### src/rtl/arb_pkg.sv
// ----------------------------------------------------------------
// arb_pkg : shared types, defaults and helpers for the RR arbiter
// Rev 1.0
// ----------------------------------------------------------------
`default_nettype none

package arb_pkg;

  typedef enum logic {
    IDLE  = 1'b0,
    GRANT = 1'b1
  } state_t;

  localparam int N_DEF        = 4;
  localparam int IDX_W_DEF    = 2;
  localparam int MAX_HOLD_DEF = 8;
  localparam int CNT_W_DEF    = 3;
  localparam int OH_MAX_W     = 32;

  // OR of set-bit positions; exact for a one-hot or all-zero vector.
  function automatic int unsigned onehot_to_idx(input logic [OH_MAX_W-1:0] oh);
    int unsigned idx;
    idx = 0;
    for (int i = 0; i < OH_MAX_W; i++) begin
      if (oh[i]) idx |= int'(i);
    end
    return idx;
  endfunction

endpackage

`default_nettype wire

### src/rtl/rr_mask_encoder.sv
// ----------------------------------------------------------------
// rr_mask_encoder : circular priority encoder starting at ptr
// Rev 1.0
// ----------------------------------------------------------------
`default_nettype none

module rr_mask_encoder #(
  parameter int N     = 4,
  parameter int IDX_W = 2
) (
  input  logic [N-1:0]     req,
  input  logic [IDX_W-1:0] ptr,
  output logic             found,
  output logic [IDX_W-1:0] idx
);

  logic [IDX_W-1:0] cand;

  // Walk from farthest to nearest so the nearest set bit is written last.
  always_comb begin
    found = 1'b0;
    idx   = '0;
    cand  = '0;
    for (int i = N - 1; i >= 0; i--) begin
      cand = ptr + IDX_W'(i);
      if (req[cand]) begin
        found = 1'b1;
        idx   = cand;
      end
    end
  end

endmodule

`default_nettype wire

### src/rtl/rr_priority_arbiter.sv
// ----------------------------------------------------------------
// rr_priority_arbiter : N-way round-robin arbiter with hold timeout
// Rev 1.0
// ----------------------------------------------------------------
`default_nettype none

module rr_priority_arbiter
  import arb_pkg::*;
#(
  parameter int N        = N_DEF,
  parameter int IDX_W    = IDX_W_DEF,
  parameter int MAX_HOLD = MAX_HOLD_DEF,
  parameter int CNT_W    = CNT_W_DEF
) (
  input  logic             clk,
  input  logic             rst_n,
  input  logic [N-1:0]     req,
  output logic [N-1:0]     grant,
  output logic [IDX_W-1:0] grant_idx,
  output logic             grant_valid,
  output logic             timeout
);

  state_t           state_q, state_d;
  logic [IDX_W-1:0] ptr_q, ptr_d;
  logic [CNT_W-1:0] hold_cnt_q, hold_cnt_d;
  logic [N-1:0]     grant_q, grant_d;
  logic [IDX_W-1:0] grant_idx_q, grant_idx_d;
  logic             grant_valid_q, grant_valid_d;
  logic             timeout_q, timeout_d;

  logic [IDX_W-1:0] next_ptr;
  logic [IDX_W-1:0] scan_ptr;
  logic             found;
  logic [IDX_W-1:0] win_idx;
  logic             hold_last;
  logic             releasing;

  assign next_ptr  = grant_idx_q + IDX_W'(1);
  // Only the release edge in GRANT uses the rotated start point.
  assign scan_ptr  = (state_q == GRANT) ? next_ptr : ptr_q;
  assign hold_last = (hold_cnt_q == CNT_W'(MAX_HOLD - 1));
  assign releasing = !req[grant_idx_q] || hold_last;

  rr_mask_encoder #(
    .N     (N),
    .IDX_W (IDX_W)
  ) u_enc (
    .req   (req),
    .ptr   (scan_ptr),
    .found (found),
    .idx   (win_idx)
  );

  always_comb begin
    state_d    = state_q;
    ptr_d      = ptr_q;
    hold_cnt_d = hold_cnt_q;
    grant_d    = grant_q;
    timeout_d  = 1'b0;
    case (state_q)
      IDLE: begin
        if (found) begin
          state_d    = GRANT;
          grant_d    = N'(1) << win_idx;
          hold_cnt_d = '0;
        end
      end
      GRANT: begin
        if (releasing) begin
          ptr_d      = next_ptr;
          timeout_d  = hold_last && req[grant_idx_q];
          hold_cnt_d = '0;
          if (found) begin
            grant_d = N'(1) << win_idx;
          end else begin
            state_d = IDLE;
            grant_d = '0;
          end
        end else begin
          hold_cnt_d = hold_cnt_q + CNT_W'(1);
        end
      end
      default: begin
        state_d = IDLE;
        grant_d = '0;
      end
    endcase
    grant_idx_d   = IDX_W'(onehot_to_idx(OH_MAX_W'(grant_d)));
    grant_valid_d = |grant_d;
  end

  always_ff @(posedge clk or negedge rst_n) begin
    if (!rst_n) begin
      state_q       <= IDLE;
      ptr_q         <= '0;
      hold_cnt_q    <= '0;
      grant_q       <= '0;
      grant_idx_q   <= '0;
      grant_valid_q <= 1'b0;
      timeout_q     <= 1'b0;
    end else begin
      state_q       <= state_d;
      ptr_q         <= ptr_d;
      hold_cnt_q    <= hold_cnt_d;
      grant_q       <= grant_d;
      grant_idx_q   <= grant_idx_d;
      grant_valid_q <= grant_valid_d;
      timeout_q     <= timeout_d;
    end
  end

  assign grant       = grant_q;
  assign grant_idx   = grant_idx_q;
  assign grant_valid = grant_valid_q;
  assign timeout     = timeout_q;

endmodule

`default_nettype wire

### config.mk
export PLATFORM = sky130hd
export DESIGN_NAME = rr_priority_arbiter
export DESIGN_NICKNAME = d
export VERILOG_FILES = /design/src/rtl/arb_pkg.sv /design/src/rtl/rr_mask_encoder.sv /design/src/rtl/rr_priority_arbiter.sv
export SDC_FILE = /design/constraint.sdc
export NUM_CORES = 1
export LEC_CHECK = 0
export BUFFER_PORTS_ARGS = -buffer_cell sky130_fd_sc_hd__buf_2
export CAP_MARGIN = 25
export CORE_AREA = 2 2 46 48
export DETAILED_ROUTE_END_ITERATION = 8
export DIE_AREA = 0 0 48 50
export PLACE_DENSITY_LB_ADDON = 0.15
export RECOVER_POWER = 100
export SKIP_CTS_REPAIR_TIMING = 1
export SYNTH_ARGS = -nofsm -noshare
export SYNTH_HDL_FRONTEND = slang
export SYNTH_SLANG_ARGS = --single-unit
### constraint.sdc
create_clock -name clk -period 4 [get_ports clk]
set_input_delay 0 -clock clk [delete_from_list [all_inputs] [get_ports clk]]
set_output_delay 0 -clock clk [all_outputs]
set_load 0.01 [all_outputs]
==> results of run 1 <==
cells in the mapped netlist, types with 2 or more instances:
cell type and instances:
nor3b_1 2, nor2_1 2, nand2b_1 3, a22o_1 4, nand3_1 2, and3_1 2, dfrtp_1 14, ha_1 2
o21ai_0 2, o21ai_1 8, nand2_1 12, a21oi_1 2
metal layers:
metal	share of wire, %	wire length (um)	vias up	global-route usage [%]
li1	-	-	316	-
met1	48	735	305	23.92
met2	47	727	13	20.44
met3	3.4	52	4	4.396
met4	1.8	27	0	8.108
met5	0	0	-	0
worst max-delay path, stage by stage (launching register included):
cell and delay [ns]:
dfrtp_1 0.47, mux4_2 0.56, nand3b_1 0.22, o21ai_0 0.29
a22o_1 0.32
power by group through the flow:
stage                     clock, mW  sequential [mW]  combinational [mW]
after global routing          0.117            0.262               0.274
after detailed placement          0            0.255               0.269
after CTS                     0.107            0.252               0.271
after floorplan                   0            0.257               0.185
after global placement            0            0.255               0.269
final                         0.105            0.252               0.241
worst max-delay path by stage:
| stage | startpoint | to | depth (start not counted) |
|---|---|---|---|
| 2_1_floorplan | grant_idx[1] | grant[0] | 4 |
| 3_3_place_gp | state_q | grant[0] | 5 |
| 3_5_place_dp | state_q | grant[0] | 5 |
| 4_1_cts | state_q | grant[0] | 5 |
| 5_1_grt | grant_idx[1] | grant[0] | 4 |
| 6_report | grant_idx[1] | grant[0] | 4 |
sequential cells by signal, indices dropped and copies added (netlist names):
signal,flops
ptr_q,2
grant_valid,1
hold_cnt_q,3
grant_idx,2
state_q,1
grant,4
timeout,1
cell usage in the layout (no fill, tap or decap):
| cell type | count |
|---|---|
| dfrtp_1 | 14 |
| nand2_1 | 12 |
| clkbuf_1 | 10 |
| o21ai_0 | 8 |
| a22o_1 | 4 |
| nand2b_1 | 3 |
| o21ai_1 | 3 |
| clkbuf_4 | 3 |
| buf_2 | 3 |
| nand3_1 | 2 |
| nor2_1 | 2 |
| nor3b_1 | 2 |
| and3_1 | 2 |
| a21oi_1 | 2 |
| nand3b_1 | 2 |
| ha_1 | 2 |
| o31ai_1 | 1 |
| a21boi_0 | 1 |
| xnor2_1 | 1 |
| a2bb2oi_1 | 1 |
| nor2b_1 | 1 |
| inv_1 | 1 |
| a211oi_1 | 1 |
| or2b_1 | 1 |
| o2bb2ai_1 | 1 |
| a311oi_2 | 1 |
| mux4_2 | 1 |
| or4_1 | 1 |
| nand4_1 | 1 |
| nand2_2 | 1 |
| a21oi_2 | 1 |
| o41ai_1 | 1 |
| nor2_2 | 1 |
| clkbuf_8 | 1 |
| dlygate4sd3_1 | 1 |
logic make-up after synthesis:
family                     Yosys count  synth area share, %
and+or+nand+nor                     31                22.21
AOI/OAI and AO/OA                   25                23.15
DFF                                 14                44.09
buffers and inverters                4                3.464
adders and majority gates            2                3.149
xor gates and xnor gates             1                1.103
muxes                                1                2.834
layout make-up:
class | instances | area [um2]
fill | 191 | 1022
multi-input combinational | 60 | 392.9
sequential | 14 | 350.3
timing repair buffer | 14 | 62.56
clock buffer | 4 | 36.28
tap | 27 | 33.78
inverter | 1 | 3.754
metrics by stage:
step,util (%),hold slack [ns],setup WS (ns),total power [mW],area (um2)
after global placement,45.72,-0.09047,2.224,0.5235,869.6
after detailed placement,45.72,-0.08695,2.228,0.5241,869.6
final,46.25,0.1381,2.034,0.5983,879.6
after global routing,46.25,0.1190,1.893,0.6527,879.6
after floorplan,-,-0.2956,2.409,0.4421,794.5
after CTS,47.63,-0.4054,2.207,0.6306,905.9
==> impl_metrics.csv, run 1 <==
group,metric,value,unit
logic_synthesis,ys_ff_latch,14,
route,drtPass1Iterations,4,
sta,finClkSkew,0.005687,ns
floorplan,fp-row-count,16,
logic_synthesis,syn_area,794.5,um2
pwr,p_sw,0.2441,mW
clocking,cts_tree,"built",
pwr,p_int,0.3543,mW
route,drc,0,
worst_setup_path,cp-start-kind,"register",
place,dp_hpwl,1156,um
sta,post-route-period-util,49.15,%
layout,n_antenna_cell,0,
layout,synthToLayoutAreaGrowth,10.71,%
floorplan,core,1902,um2
layout,fin_cells,120,
sta,slew_headroom,51.11,%
global_routing,grt_max_degree,18,
pwr,p_leak,0.3839,nW
logic_synthesis,netlist_instances,78,
layout,fin_nets,102,
global_routing,grt_pass1_vias,561,
logic_synthesis,syn-num-nets,86,
hold_path,hp-class,"input pin to register",
worst_setup_path,crit_arrival,2.14,ns
route,drt-initial-drc-count,2,
clocking,clock-sinks,14,
worst_setup_path,setup.worst_path.end_class,"register",
logic_synthesis,async_flop_share,100.0,%
logic_synthesis,synth_enable_flop_cells,0,
sta,finalCriticalPeriod,1.966,ns
sta,grt_setup_unrepaired,"false",
logic_synthesis,synth_warnings,0,
logic_synthesis,synth_seq_area_share,44.09,%
clocking,clockBufferDepth,2,
worst_setup_path,rr_startpoint,"grant_idx[1]",
sta,maxSlewViolCount,0,
run_status,status,"complete, no violations",
pwr,comb_power_share,40.3,%
clocking,clk_pin_slew_worst_paths,0.09,ns
place,gp_congestion,0.7789,
sta,hold_viol,0,
worst_setup_path,rr_worst_depth,4,
logic_synthesis,synth_area_leaders,"dfrtp_1 (44%), nand2_1 (5.7%), o21ai_1 (5.0%)",
floorplan,die_w,48,um
pwr,clockPowerShare,17.6,%
hold_path,holdPathEnd,"state_q",
logic_synthesis,ys.flop_type,"dfrtp_1",
clocking,cts_buffers,3,
global_routing,antenna_found_initial,0,
place,dpl.cell_count,115,
route,antenna_left,0,
pwr,netSwitchingFraction,40.79,%
clocking,insertion_delay,0.29,ns
sta,finalSetupViolCount,0,
worst_setup_path,cp.required,4.18,ns
global_routing,grt_util_all_layers,16.00,%
worst_setup_path,crit_fanout,7,
sta,max_freq,508.7,MHz
logic_synthesis,synth_area_per_cell,10.19,um2
hold_path,min_path_cells,2,
worst_setup_path,ff2ff_setup_slack,2.03,ns
layout,final_layout_size_suffix_gt1_share,12.90,%
worst_setup_path,path_class,"register to register",
sta,finalSetupTns,0,ns
floorplan,start_util,41.78,%
hold_path,min_from,"req[2]",
route,vias,638,
global_routing,grt-ovfl-total,0,
worst_setup_path,reg2reg_to,"grant[0]",
logic_synthesis,yosys.area.top_type,"dfrtp_1",
global_routing,grt_pass1_wl,2663,um
route,vias_per_cell,5.317,
logic_synthesis,synth.top_cell.area_share,44.09,%
sta,tightestPinTransition,0.7334,ns
floorplan,top_level_ports,14,
floorplan,fp.dieArea,2400,um2
route,wl_per_cell,12.85,um
pwr,cellPowerDensity,680.2,nW/um2
route,drt-total-wl,1542,um
clocking,cts-root-buf,"clkbuf_4",
run,maxCapViolCount,0,
logic_synthesis,synth.distinct_cells,35,
pwr,power_frac_seq,42.1,%
clocking,cts-htree-levels,1,
place,port_buffers,13,
pwr,vdd.ir_drop.worst,0.0003825,V
floorplan,die_h,50,um
Power figures use the tool's default switching activity.
==> inputs of run 2 (changes only) <==
==> constraint.sdc (replaced) <==
create_clock -name clk -period 1.8 [get_ports clk]
set_input_delay 0 -clock clk [delete_from_list [all_inputs] [get_ports clk]]
set_output_delay 0 -clock clk [all_outputs]
set_load 0.01 [all_outputs]
==> impl_metrics.csv, run 2 (synthesized netlist as in run 1, its figures left out) <==
group,metric,value,unit
run_status,status,"complete, no violations",
worst_setup_path,endpoint,"grant[0]",
route,drtPass1Iterations,4,
worst_setup_path,reg2reg_to,"grant[0]",
floorplan,core,1902,um2
floorplan,top_level_ports,14,
route,drc,0,
sta,slew_headroom,50.99,%
sta,finalSetupTns,0,ns
pwr,p_leak,0.3952,nW
clocking,clk_pin_slew_worst_paths,0.08,ns
worst_setup_path,startpoint,"grant_idx[1]",
layout,n_antenna_cell,0,
worst_setup_path,ff2ff_setup_slack,0.13,ns
sta,finalSetupViolCount,0,
floorplan,fp.dieArea,2400,um2
clocking,cts-root-buf,"clkbuf_4",
run,maxCapViolCount,0,
worst_setup_path,crit_arrival,1.85,ns
layout,largest_register_ffs,4,
clocking,cts_tree,"built",
sta,max_freq,597.2,MHz
clocking,cts-htree-levels,1,
clocking,clockBufferDepth,2,
sta,hold_viol,0,
sta,grt_setup_unrepaired,"false",
global_routing,grt_util_all_layers,15.63,%
global_routing,grt_pass1_wl,2628,um
worst_setup_path,slowest_stage,"mux4_2",
floorplan,start_util,41.78,%
pwr,cellPowerDensity,1495,nW/um2
layout,synthToLayoutAreaGrowth,13.70,%
worst_setup_path,cp-start-kind,"register",
layout,final_layout_size_suffix_gt1_share,15.96,%
route,vias_per_cell,5.273,
route,antenna_left,0,
sta,worst_slack,0.1255,ns
sta,finalCriticalPeriod,1.675,ns
sta,maxSlewViolCount,0,
worst_setup_path,rr_startpoint,"grant_idx[1]",
sta,tightestPinTransition,0.7351,ns
worst_setup_path,path_class,"register to register",
layout,final_cell_mix,"dfrtp_1 (14), nand2_1 (12), clkbuf_1 (10)",
route,wl_per_cell,13.06,um
pwr,vdd.ir_drop.worst,0.0008532,V
global_routing,grt_max_degree,15,
worst_setup_path,crit_chain,"mux4_2 -> nand3b_4 -> o21ai_2 -> a22o_1",
place,dpl.cell_count,116,
worst_setup_path,critPathMaxStageDelay,0.60,ns
route,drt-initial-drc-count,19,
worst_setup_path,crit_fanout,7,
worst_setup_path,setup.worst_path.end_class,"register",
clocking,clock-sinks,14,
floorplan,die_h,50,um
hold_path,hp-class,"input pin to register",
global_routing,antenna_found_initial,0,
pwr,total_power,1.351,mW
clocking,cts_buffers,3,
place,dp_hpwl,1220,um
floorplan,fp-row-count,16,
floorplan,die_w,48,um
sta,post-route-period-util,93.03,%
global_routing,grt_pass1_vias,559,
place,dpl_worst_slack,0.1324,ns
layout,fin_util,47.50,%
worst_setup_path,cp.required,1.97,ns
place,port_buffers,13,
layout,fin_cells,121,
worst_setup_path,rr_worst_depth,4,
clocking,insertion_delay,0.28,ns
place,gp_congestion,0.8355,
layout,layout_commonest_cell,"dfrtp_1",
layout,fin_nets,103,
global_routing,grt-ovfl-total,0,
route,drt-total-wl,1580,um
sta,finClkSkew,0.004307,ns
route,vias,638,
run 2: cell count changes in the layout (fill, tap and decap cells not counted):
| cell | delta |
|---|---|
| nand3b_1 | -1 |
| o21ai_1 | +2 |
| nand3b_4 | +1 |
| buf_4 | +1 |
| o21ai_2 | +1 |
| o21ai_0 | -3 |
run 2: worst min-delay path by stage:
| stage | startpoint | to | slack, ns | cells after the start |
|---|---|---|---|---|
| after detailed placement | rst_n | ptr_q[1] | -0.09 | 1 |
| after global routing | req[2] | state_q | 0.15 | 2 |
| final | req[2] | state_q | 0.14 | 2 |
| after floorplan | rst_n | grant[0] | -0.30 | 0 |
| after global placement | rst_n | ptr_q[0] | -0.08 | 1 |
| after CTS | rst_n | ptr_q[0] | -0.39 | 1 |
run 2: area by class of cell:
cell class	instances	area, um2
Fill cell	185	998.5
Multi-Input combinational cell	60	409.1
Sequential cell	14	350.3
Timing Repair Buffer	15	70.07
Clock buffer	4	36.28
Tap cell	27	33.78
Inverter	1	3.754
run 2: per-layer routing:
metal | up-vias | global-route usage (%) | wire [um]
li1 | 318 | - | -
met1 | 304 | 23.73 | 747
met2 | 16 | 21.56 | 749
met3 | 0 | 6.593 | 83
met4 | 0 | 1.351 | 0
met5 | - | 0 | 0
run 2: critical path: cells and delay by family, from the launching register on:
| kind | cells | cell delay (ns) |
|---|---|---|
| DFF | 1 | 0.48 |
| and+or+nand+nor | 1 | 0.13 |
| AOI/OAI and AO/OA | 2 | 0.35 |
| muxes | 1 | 0.60 |
run 2: metrics by stage:
step                      cell area, um2  hold slack, ns
final                              903.4          0.1412
after global routing               903.4          0.1542
after CTS                          913.4         -0.3932
after detailed placement           877.1        -0.08545
after global placement             877.1        -0.08075
after floorplan                    794.5         -0.2956
run 2: power breakdown:
group          switching [mW]  internal [mW]  leakage (nW)
registers               0.134          0.431         0.175
logic                   0.315          0.250         0.199
clock network          0.0978          0.123        0.0210
